**src/rtl/imem_boot_loader_pkg.sv**
```systemverilog
// Shared types and constants for the instruction-memory boot loader.
package boot_pkg;

    // Width of the big-endian word-count field that prefixes every image
    localparam int LEN_W = 16;

    // Stream bytes packed into one instruction word
    localparam int BYTES_PER_WORD = 4;

    typedef enum logic [2:0] {
        ST_IDLE   = 3'd0,
        ST_LEN_HI = 3'd1,
        ST_LEN_LO = 3'd2,
        ST_DATA   = 3'd3,
        ST_DRAIN  = 3'd4,
        ST_DONE   = 3'd5,
        ST_ERR    = 3'd6
    } boot_state_e;

    // Running modulo-256 byte sum used by the optional image checksum
    function automatic logic [7:0] csum_add(input logic [7:0] acc, input logic [7:0] b);
        return acc + b;
    endfunction

endpackage

```
**src/rtl/imem_boot_loader_word_packer.sv**
```systemverilog
// Packs a byte stream MSB-first into 32-bit words. The finished word and its
// write strobe are registered, so the strobe appears one cycle after the
// handshake of the word's last byte. byte_idx tells the caller which byte of
// the current word the next strobe will carry.
module boot_word_packer
    import boot_pkg::*;
(
    input  logic        clk,
    input  logic        rst,
    input  logic        clear,
    input  logic [7:0]  in_byte,
    input  logic        strobe,
    output logic [31:0] word,
    output logic        word_valid,
    output logic [1:0]  byte_idx
);

    localparam logic [1:0] LAST_IDX = 2'(BYTES_PER_WORD - 1);

    logic [23:0] asm_r;
    logic [1:0]  idx_r;
    logic [31:0] word_r;
    logic        valid_r;

    // Shift accepted bytes into the assembly register and emit each completed word
    always_ff @(posedge clk) begin
        if (!rst) begin
            asm_r   <= 24'd0;
            idx_r   <= 2'd0;
            word_r  <= 32'd0;
            valid_r <= 1'b0;
        end else if (clear) begin
            asm_r   <= 24'd0;
            idx_r   <= 2'd0;
            valid_r <= 1'b0;
        end else begin
            valid_r <= strobe && (idx_r == LAST_IDX);
            if (strobe) begin
                asm_r <= {asm_r[15:0], in_byte};
                idx_r <= idx_r + 2'd1;
                if (idx_r == LAST_IDX) begin
                    word_r <= {asm_r, in_byte};
                end else begin
                    word_r <= word_r;
                end
            end else begin
                asm_r  <= asm_r;
                idx_r  <= idx_r;
                word_r <= word_r;
            end
        end
    end

    assign word       = word_r;
    assign word_valid = valid_r;
    assign byte_idx   = idx_r;

endmodule

```
**src/rtl/imem_boot_loader.sv**
```systemverilog
// Byte-serial boot loader: holds the core in reset, receives a length-prefixed
// image over valid/ready, writes it into instruction memory from word 0 and
// then releases the core.
// Optional feature: define IMEM_BOOT_CHECKSUM_EN to require one trailing
// checksum byte that makes the modulo-256 sum of all data bytes zero.
module imem_boot_loader
    import boot_pkg::*;
#(
    parameter int ADDR_W = 10
) (
    input  logic              clk,
    input  logic              rst,
    input  logic              start,
    input  logic [7:0]        rx_data,
    input  logic              rx_valid,
    output logic              rx_ready,
    output logic              im_we,
    output logic [ADDR_W-1:0] im_addr,
    output logic [31:0]       im_wdata,
    output logic              cpu_rst,
    output logic              busy,
    output logic              done,
    output logic              err,
    output logic [ADDR_W:0]   word_cnt
);

    // Comparison width wide enough for both the length field and the word counter
    localparam int CMP_W = (ADDR_W + 1 > LEN_W + 1) ? ADDR_W + 1 : LEN_W + 1;
    localparam logic [CMP_W-1:0] CMP_ZERO  = {CMP_W{1'b0}};
    localparam logic [CMP_W-1:0] CAP_WORDS = {{(CMP_W-1){1'b0}}, 1'b1} << ADDR_W;
    localparam logic [ADDR_W:0]  CNT_ONE   = {{ADDR_W{1'b0}}, 1'b1};
    localparam logic [1:0]       LAST_IDX  = 2'(BYTES_PER_WORD - 1);

    boot_state_e state_r, next_state_s;

    logic [LEN_W-1:0]  len_r;
    logic [ADDR_W:0]   word_cnt_r;
    logic [ADDR_W-1:0] im_addr_r;
    logic              rx_ready_r;
    logic              busy_r;
    logic              done_r;
    logic              err_r;
    logic              cpu_rst_r;

    logic              xfer_s;
    logic              start_ok_s;
    logic              data_strobe_s;
    logic [CMP_W-1:0]  cnt_ext_s;
    logic [CMP_W-1:0]  len_ext_s;
    logic [CMP_W-1:0]  len_new_s;
    logic [1:0]        byte_idx_s;
    logic [31:0]       pk_word_s;
    logic              pk_valid_s;

    assign xfer_s     = rx_valid && rx_ready_r;
    assign start_ok_s = start && ((state_r == ST_IDLE) || (state_r == ST_DONE) ||
                                  (state_r == ST_ERR));
    assign cnt_ext_s  = CMP_W'(word_cnt_r);
    assign len_ext_s  = CMP_W'(len_r);
    assign len_new_s  = CMP_W'({len_r[LEN_W-1 -: 8], rx_data});

`ifdef IMEM_BOOT_CHECKSUM_EN
    logic [7:0] csum_r;
    logic       csum_phase_s;

    // Once every word has been counted, the next DATA byte is the checksum
    assign csum_phase_s  = (state_r == ST_DATA) && (cnt_ext_s == len_ext_s);
    assign data_strobe_s = xfer_s && (state_r == ST_DATA) && !csum_phase_s;
`else
    logic last_byte_s;

    assign data_strobe_s = xfer_s && (state_r == ST_DATA);
    assign last_byte_s   = (byte_idx_s == LAST_IDX) &&
                           ((cnt_ext_s + {{(CMP_W-1){1'b0}}, 1'b1}) == len_ext_s);
`endif

    boot_word_packer u_packer (
        .clk        (clk),
        .rst        (rst),
        .clear      (start_ok_s),
        .in_byte    (rx_data),
        .strobe     (data_strobe_s),
        .word       (pk_word_s),
        .word_valid (pk_valid_s),
        .byte_idx   (byte_idx_s)
    );

    // State register
    always_ff @(posedge clk) begin
        if (!rst) begin
            state_r <= ST_IDLE;
        end else begin
            state_r <= next_state_s;
        end
    end

    // Next-state logic: length parse, data phase and terminal states
    always_comb begin
        next_state_s = state_r;
        case (state_r)
            ST_IDLE, ST_DONE, ST_ERR: begin
                if (start) begin
                    next_state_s = ST_LEN_HI;
                end else begin
                    next_state_s = state_r;
                end
            end
            ST_LEN_HI: begin
                if (xfer_s) begin
                    next_state_s = ST_LEN_LO;
                end else begin
                    next_state_s = state_r;
                end
            end
            ST_LEN_LO: begin
                if (xfer_s) begin
                    if (len_new_s == CMP_ZERO) begin
`ifdef IMEM_BOOT_CHECKSUM_EN
                        next_state_s = ST_DATA;
`else
                        next_state_s = ST_DONE;
`endif
                    end else if (len_new_s > CAP_WORDS) begin
                        next_state_s = ST_ERR;
                    end else begin
                        next_state_s = ST_DATA;
                    end
                end else begin
                    next_state_s = state_r;
                end
            end
            ST_DATA: begin
                if (xfer_s) begin
`ifdef IMEM_BOOT_CHECKSUM_EN
                    if (csum_phase_s) begin
                        if (csum_add(csum_r, rx_data) == 8'd0) begin
                            next_state_s = ST_DRAIN;
                        end else begin
                            next_state_s = ST_ERR;
                        end
                    end else begin
                        next_state_s = state_r;
                    end
`else
                    if (last_byte_s) begin
                        next_state_s = ST_DRAIN;
                    end else begin
                        next_state_s = state_r;
                    end
`endif
                end else begin
                    next_state_s = state_r;
                end
            end
            ST_DRAIN: begin
                next_state_s = ST_DONE;
            end
            default: begin
                next_state_s = ST_IDLE;
            end
        endcase
    end

    // Length latch, word counter and write address
    always_ff @(posedge clk) begin
        if (!rst) begin
            len_r      <= {LEN_W{1'b0}};
            word_cnt_r <= {(ADDR_W+1){1'b0}};
            im_addr_r  <= {ADDR_W{1'b0}};
        end else if (start_ok_s) begin
            len_r      <= {LEN_W{1'b0}};
            word_cnt_r <= {(ADDR_W+1){1'b0}};
        end else begin
            if (xfer_s && (state_r == ST_LEN_HI)) begin
                len_r[LEN_W-1 -: 8] <= rx_data;
            end
            if (xfer_s && (state_r == ST_LEN_LO)) begin
                len_r[7:0] <= rx_data;
            end
            if (data_strobe_s && (byte_idx_s == LAST_IDX)) begin
                im_addr_r  <= word_cnt_r[ADDR_W-1:0];
                word_cnt_r <= word_cnt_r + CNT_ONE;
            end
        end
    end

`ifdef IMEM_BOOT_CHECKSUM_EN
    // Accumulate the data-byte sum for the trailing checksum test
    always_ff @(posedge clk) begin
        if (!rst) begin
            csum_r <= 8'd0;
        end else if (start_ok_s) begin
            csum_r <= 8'd0;
        end else if (data_strobe_s) begin
            csum_r <= csum_add(csum_r, rx_data);
        end else begin
            csum_r <= csum_r;
        end
    end
`endif

    // Status outputs registered from the next state so they track the FSM exactly
    always_ff @(posedge clk) begin
        if (!rst) begin
            rx_ready_r <= 1'b0;
            busy_r     <= 1'b0;
            done_r     <= 1'b0;
            err_r      <= 1'b0;
            cpu_rst_r  <= 1'b1;
        end else begin
            rx_ready_r <= (next_state_s == ST_LEN_HI) || (next_state_s == ST_LEN_LO) ||
                          (next_state_s == ST_DATA);
            busy_r     <= (next_state_s == ST_LEN_HI) || (next_state_s == ST_LEN_LO) ||
                          (next_state_s == ST_DATA)   || (next_state_s == ST_DRAIN);
            done_r     <= (next_state_s == ST_DONE);
            err_r      <= (next_state_s == ST_ERR);
            cpu_rst_r  <= (next_state_s != ST_DONE);
        end
    end

    assign rx_ready = rx_ready_r;
    assign im_we    = pk_valid_s;
    assign im_addr  = im_addr_r;
    assign im_wdata = pk_word_s;
    assign cpu_rst  = cpu_rst_r;
    assign busy     = busy_r;
    assign done     = done_r;
    assign err      = err_r;
    assign word_cnt = word_cnt_r;

endmodule

```
**config.mk**
```make
export PLATFORM = sky130hd
export DESIGN_NAME = imem_boot_loader
export DESIGN_NICKNAME = d
export VERILOG_FILES = /design/src/rtl/imem_boot_loader_pkg.sv /design/src/rtl/imem_boot_loader_word_packer.sv /design/src/rtl/imem_boot_loader.sv
export SDC_FILE = /design/constraint.sdc
export NUM_CORES = 1
export LEC_CHECK = 0
export CAP_MARGIN = 20
export CORE_ASPECT_RATIO = 1.5
export CORE_UTILIZATION = 55
export DETAILED_ROUTE_END_ITERATION = 10
export HOLD_SLACK_MARGIN = 0.03
export PLACE_DENSITY = 0.82
export SKIP_LAST_GASP = 1
export SYNTH_ARGS = -nofsm -noshare
export SYNTH_HDL_FRONTEND = slang
export SYNTH_SLANG_ARGS = --single-unit
```
**constraint.sdc**
```tcl
create_clock -name clk -period 4.6 [get_ports clk]
set_input_delay 0.46 -clock clk [delete_from_list [all_inputs] [get_ports clk]]
set_output_delay 0.46 -clock clk [all_outputs]
set_load 0.03 [all_outputs]
```
# Word level (Yosys, flattened, before mapping)
# Cells that the tools add are included.
# classes
add_sub_neg	3
n_lt_le_gt_ge	1
n_eq_ne	15
mux	8
bitwise	2
reduce_logical	18
# ops
operator	n
$mux W3	7
$eq A3 B3 Y1 const B	6
$logic_not A17 Y1	1
$eq A12 B16 Y1	1
$gt A16 B11 Y1 const B	1
$pmux W3 S5	1
$add A11 B1 Y12 const B	1
$eq A3 B2 Y1 const B	4
$add A11 B1 Y11 const B	1
$logic_and A1 B1 Y1	7
$eq A3 B1 Y1 const B	2
$logic_or A1 B1 Y1	5
$logic_not A3 Y1	1
$ne A3 B3 Y1 const B	1
$reduce_and A3 Y1	1
$reduce_or A3 Y1	1
$add A2 B1 Y2 const B	1
$eq A2 B2 Y1 const B	1
$not A1 Y1	2
$reduce_and A2 Y1	1
$reduce_or A2 Y1	1
# word_totals
regBits	104
out_inout_bits	59
wordCells	61

# Longest topological paths before layout
# logic_depth
word_depth	10
mapped_depth	9

# Modules after synthesis
# From an unflattened synthesis, not the netlist that was laid out.
# unflattened
cells_unflattened	498
hier_area_um2	4514.3
# modules_own_cells
module	instances	cells_per_inst	area_each_um2
imem_boot_loader	1	269	2269.7
boot_word_packer	1	229	2244.7

# Worst setup path after synthesis
# OpenSTA, ideal clock, no wires.
# synth_timing
path_type	register to register
startpoint	register word_cnt_r[1], in the netlist word_cnt[1]
endpoint	register cpu_rst_r, in the netlist cpu_rst
setup_time_ns	0.127
arrival_time_ns	2.386
slack_ns	2.087
stages_incl_launch_ff	9
period_less_slack_ns	2.513
path_cell_list	dfxtp_1 -> ha_1 -> buf_2 -> inv_1 -> or4_1 -> o311ai_0 -> o2111a_2 -> a21boi_4 -> or3_1
# synth_via
elab_chain_cells	7
# synth_lines
element	line	source
start, declared	imem_boot_loader.sv:37	logic [ADDR_W:0] word_cnt_r;
start signal, assigned	imem_boot_loader.sv:168	word_cnt_r <= {(ADDR_W+1){1'b0}};
start signal, assigned	imem_boot_loader.sv:172	word_cnt_r <= {(ADDR_W+1){1'b0}};
start signal, assigned	imem_boot_loader.sv:182	word_cnt_r <= word_cnt_r + CNT_ONE;
$add A11 B1 Y12	imem_boot_loader.sv:74	((cnt_ext_s + {{(CMP_W-1){1'b0}}, 1'b1}) == len_ext_s);
$eq A12 B16 Y1	imem_boot_loader.sv:74	
$logic_and A1 B1 Y1	imem_boot_loader.sv:73	assign last_byte_s = (byte_idx_s == LAST_IDX) &&
$mux W3	imem_boot_loader.sv:145	if (last_byte_s) begin
$mux W3	imem_boot_loader.sv:133	if (xfer_s) begin
$pmux W3 S5	imem_boot_loader.sv:100	case (state_r)
$ne A3 B3 Y1	imem_boot_loader.sv:217	cpu_rst_r <= (next_state_s != ST_DONE);
end signal, assigned	imem_boot_loader.sv:217	
end, declared	imem_boot_loader.sv:43	logic cpu_rst_r;
# No other way between the ends.
# A chain may end at the register's enable or synchronous reset.

# Worst setup path in the final report
# layout_timing
startpoint	register word_cnt_r[0], in the netlist word_cnt[0]
endpoint	register state_r[0]
# layout_via
elab_chain_cells	6
# layout_lines
element	line	source
$add A11 B1 Y12	imem_boot_loader.sv:74	
$eq A12 B16 Y1	imem_boot_loader.sv:74	
$logic_and A1 B1 Y1	imem_boot_loader.sv:73	
$mux W3	imem_boot_loader.sv:145	
$mux W3	imem_boot_loader.sv:133	
$pmux W3 S5	imem_boot_loader.sv:100	
end signal, assigned	imem_boot_loader.sv:93	state_r <= next_state_s;
end, declared	imem_boot_loader.sv:34	boot_state_e state_r, next_state_s;
# No other way between the ends.

==> qor.txt <==
status: completed
final number of hold-violating endpoints: 0
syn avg cell area: 8.42 um2
P per Cell Area: 318 nW/um2
Crit path arrival time: 3200 ps
CTS resizes: 0
Worst Hold Class: flip-flop to flip-flop
Worst-path clk slew: 70 ps
fin area: 5460 um2
CTS Buf Count: 9
peak ir drop on the vdd network: 302 uV
DRT iter0 DRCs: 247
final wirelength: 10.2 mm
Worst Path Max Fanout: 14
post-synth net total: 541
CP required: 4830 ps
initial antenna violation count: 0
area grow syn2layout: 23.0%
DP Area: 5170 um2
final worst path period need: 2970 ps
nets: 590
H-tree lvl count: 3
Die X-Extent: 75.3 um
CTS Buffer Depth: 2
number of enable flip-flop cells after synthesis: 0
P_leak: 0.00177 uW
TritonCTS clock tree: done
clock sink count: 104
Die H: 112 um
most frequent cells in the layout: 145 x nand2_1, 104 x dfxtp_1, 70 x clkdlybuf4s50_1
Slew Viols, Final: 0
Yosys reg bits: 104
crit share post-route: 0.646
top cells by area, synth: dfxtp_1 47%, nand2_1 12%, a21boi_0 7.1%, a21oi_1 3.7%, mux2i_1 3.6%
All-Layer GR Usage: 0.262
CP startpoint kind: flip-flop
Slew @ Worst Pin: 864 ps
antenna cells: 0
IO Pins: 71
sequential share of the synthesized area: 0.469
Initial Util: 0.575
routed length per instance: 14.9 um
DR DRC count: 0
vias per inst: 5.50
standard-cell rows: 39
setup TNS: 0 ps
post-synthesis cell area: 4440 um2
Yosys top cell by area: dfxtp_1
IO buf count: 70
global-route wire length before repair: 16.8 mm
Final WS setup: 1630 ps
Placement Setup Slack: 1500 ps
synth warn: 0
WHS: 459 ps
Worst Skew: 7.58 ps
die area: 8440 um2
total power: 1730 uW
Cells after Synth: 527
Netlist cell types: 56
Synth top area share: 0.469
Slew HR: 0.423
commonest non-fill, non-tap cell in the layout: nand2_1
postcts setup bufs: 0
fmax: 337 MHz
Final ANT Viol Nets: 0
CP endpoint kind: flip-flop
global route overflow: 0
WS Path Type: flip-flop to flip-flop
number of global-route vias before repair: 3503
Primary FF master, synth: dfxtp_1
first-pass iteration count of the detailed router: 5
# setup viols final: 0
GPL Wtd Cong: 0.855
DP HPWL: 7.09 mm
Core Box Area: 7710 um2
CTS Hold Bufs: 0
largest net degree at the start of global routing: 54
Root Buffer: clkbuf_16
RSZ-0062 raised after global routing: false
max cap viols: 0
fraction of layout instances using a drive strength above 1: 0.0586
vias: 3751
share of synthesized flip-flops with an asynchronous set or reset: 0
latest clock arrival within the worst-skew pair: 340 ps
## sequential cells by signal (all words and copies together), names as in the netlist, 2 cells and up
name and cells:
u_packer.word 32, u_packer.asm_r 24, len_r 16, word_cnt 11
im_addr 10, state_r 3, u_packer.byte_idx 2
## per-layer routing
| metal | wire (um) | up-vias | GRT usage |
|---|---|---|---|
| li1 | - | 1873 | - |
| met1 | 4280 | 1753 | 0.333 |
| met2 | 5210 | 110 | 0.424 |
| met3 | 488 | 15 | 0.0498 |
| met4 | 215 | 0 | 0.110 |
| met5 | 0 | - | 0 |
## where the power goes
group	internal, uW	switching, uW	total [uW]
logic	32.9	48.3	81.2
registers	905	5.93	911
clock network	421	321	742
## cell usage after synthesis (all sizes together), types with 2 or more instances
library cell  number
a211oi             3
and4               2
a21oi             33
nor2              33
or3b               2
nand2b             4
nand4              6
buf               13
o21ai              7
a21boi            44
dfxtp            104
o211ai             2
and2               3
nand3b             2
nand2            145
o311a              2
or2                2
o31ai              2
nor3               6
ha                 2
xor2              10
clkbuf            26
inv                6
nand3              7
or3                5
or4                4
xnor2             12
mux2i             16
o211a              2
nor2b              2
nand4b             2
## through the flow
stage,std cells,util
6_report,682,0.708
5_1_grt,682,0.708
4_1_cts,682,0.708
3_5_place_dp,667,0.671
3_3_place_gp,667,0.671
2_1_floorplan,527,-
## worst max-delay path, cell delays in order (launching register included)
cell,delay (ps)
dfxtp_1,620
ha_1,560
or3b_2,500
o22ai_1,150
a211oi_1,100
and4bb_4,330
o211ai_1,190
o311a_1,400
## cell type report
type,count,area (um2)
multi-input combinational,378,2180
fill,666,2250
sequential,104,2080
inverter,6,22.5
timing repair buffer,77,753
clock inverter,4,53.8
tap,102,128
clock buffer,11,233
## cell families (layout without fill, tap and decap cells)
family                     Yosys count  after routing  share of synthesized area
and+or+nand+nor                    230            230                      0.232
AOI/OAI and AO/OA                  107            107                      0.168
DFF                                104            104                      0.469
buffers and inverters               45             98                     0.0403
xor gates and xnor gates            23             23                     0.0485
muxes                               16             16                     0.0361
adders and majority gates            2              2                    0.00564
## final timing paths
check                     start            endpoint  slack [ps]  depth (start not counted)
min reg2reg  u_packer.asm_r[17]  u_packer.asm_r[17]         460                          2
max reg2reg         word_cnt[0]          state_r[0]        1630                          7
min          u_packer.asm_r[17]  u_packer.asm_r[17]         460                          2
max                 word_cnt[0]          state_r[0]        1630                          7
Note: power is estimated with default switching activity, not from simulation.
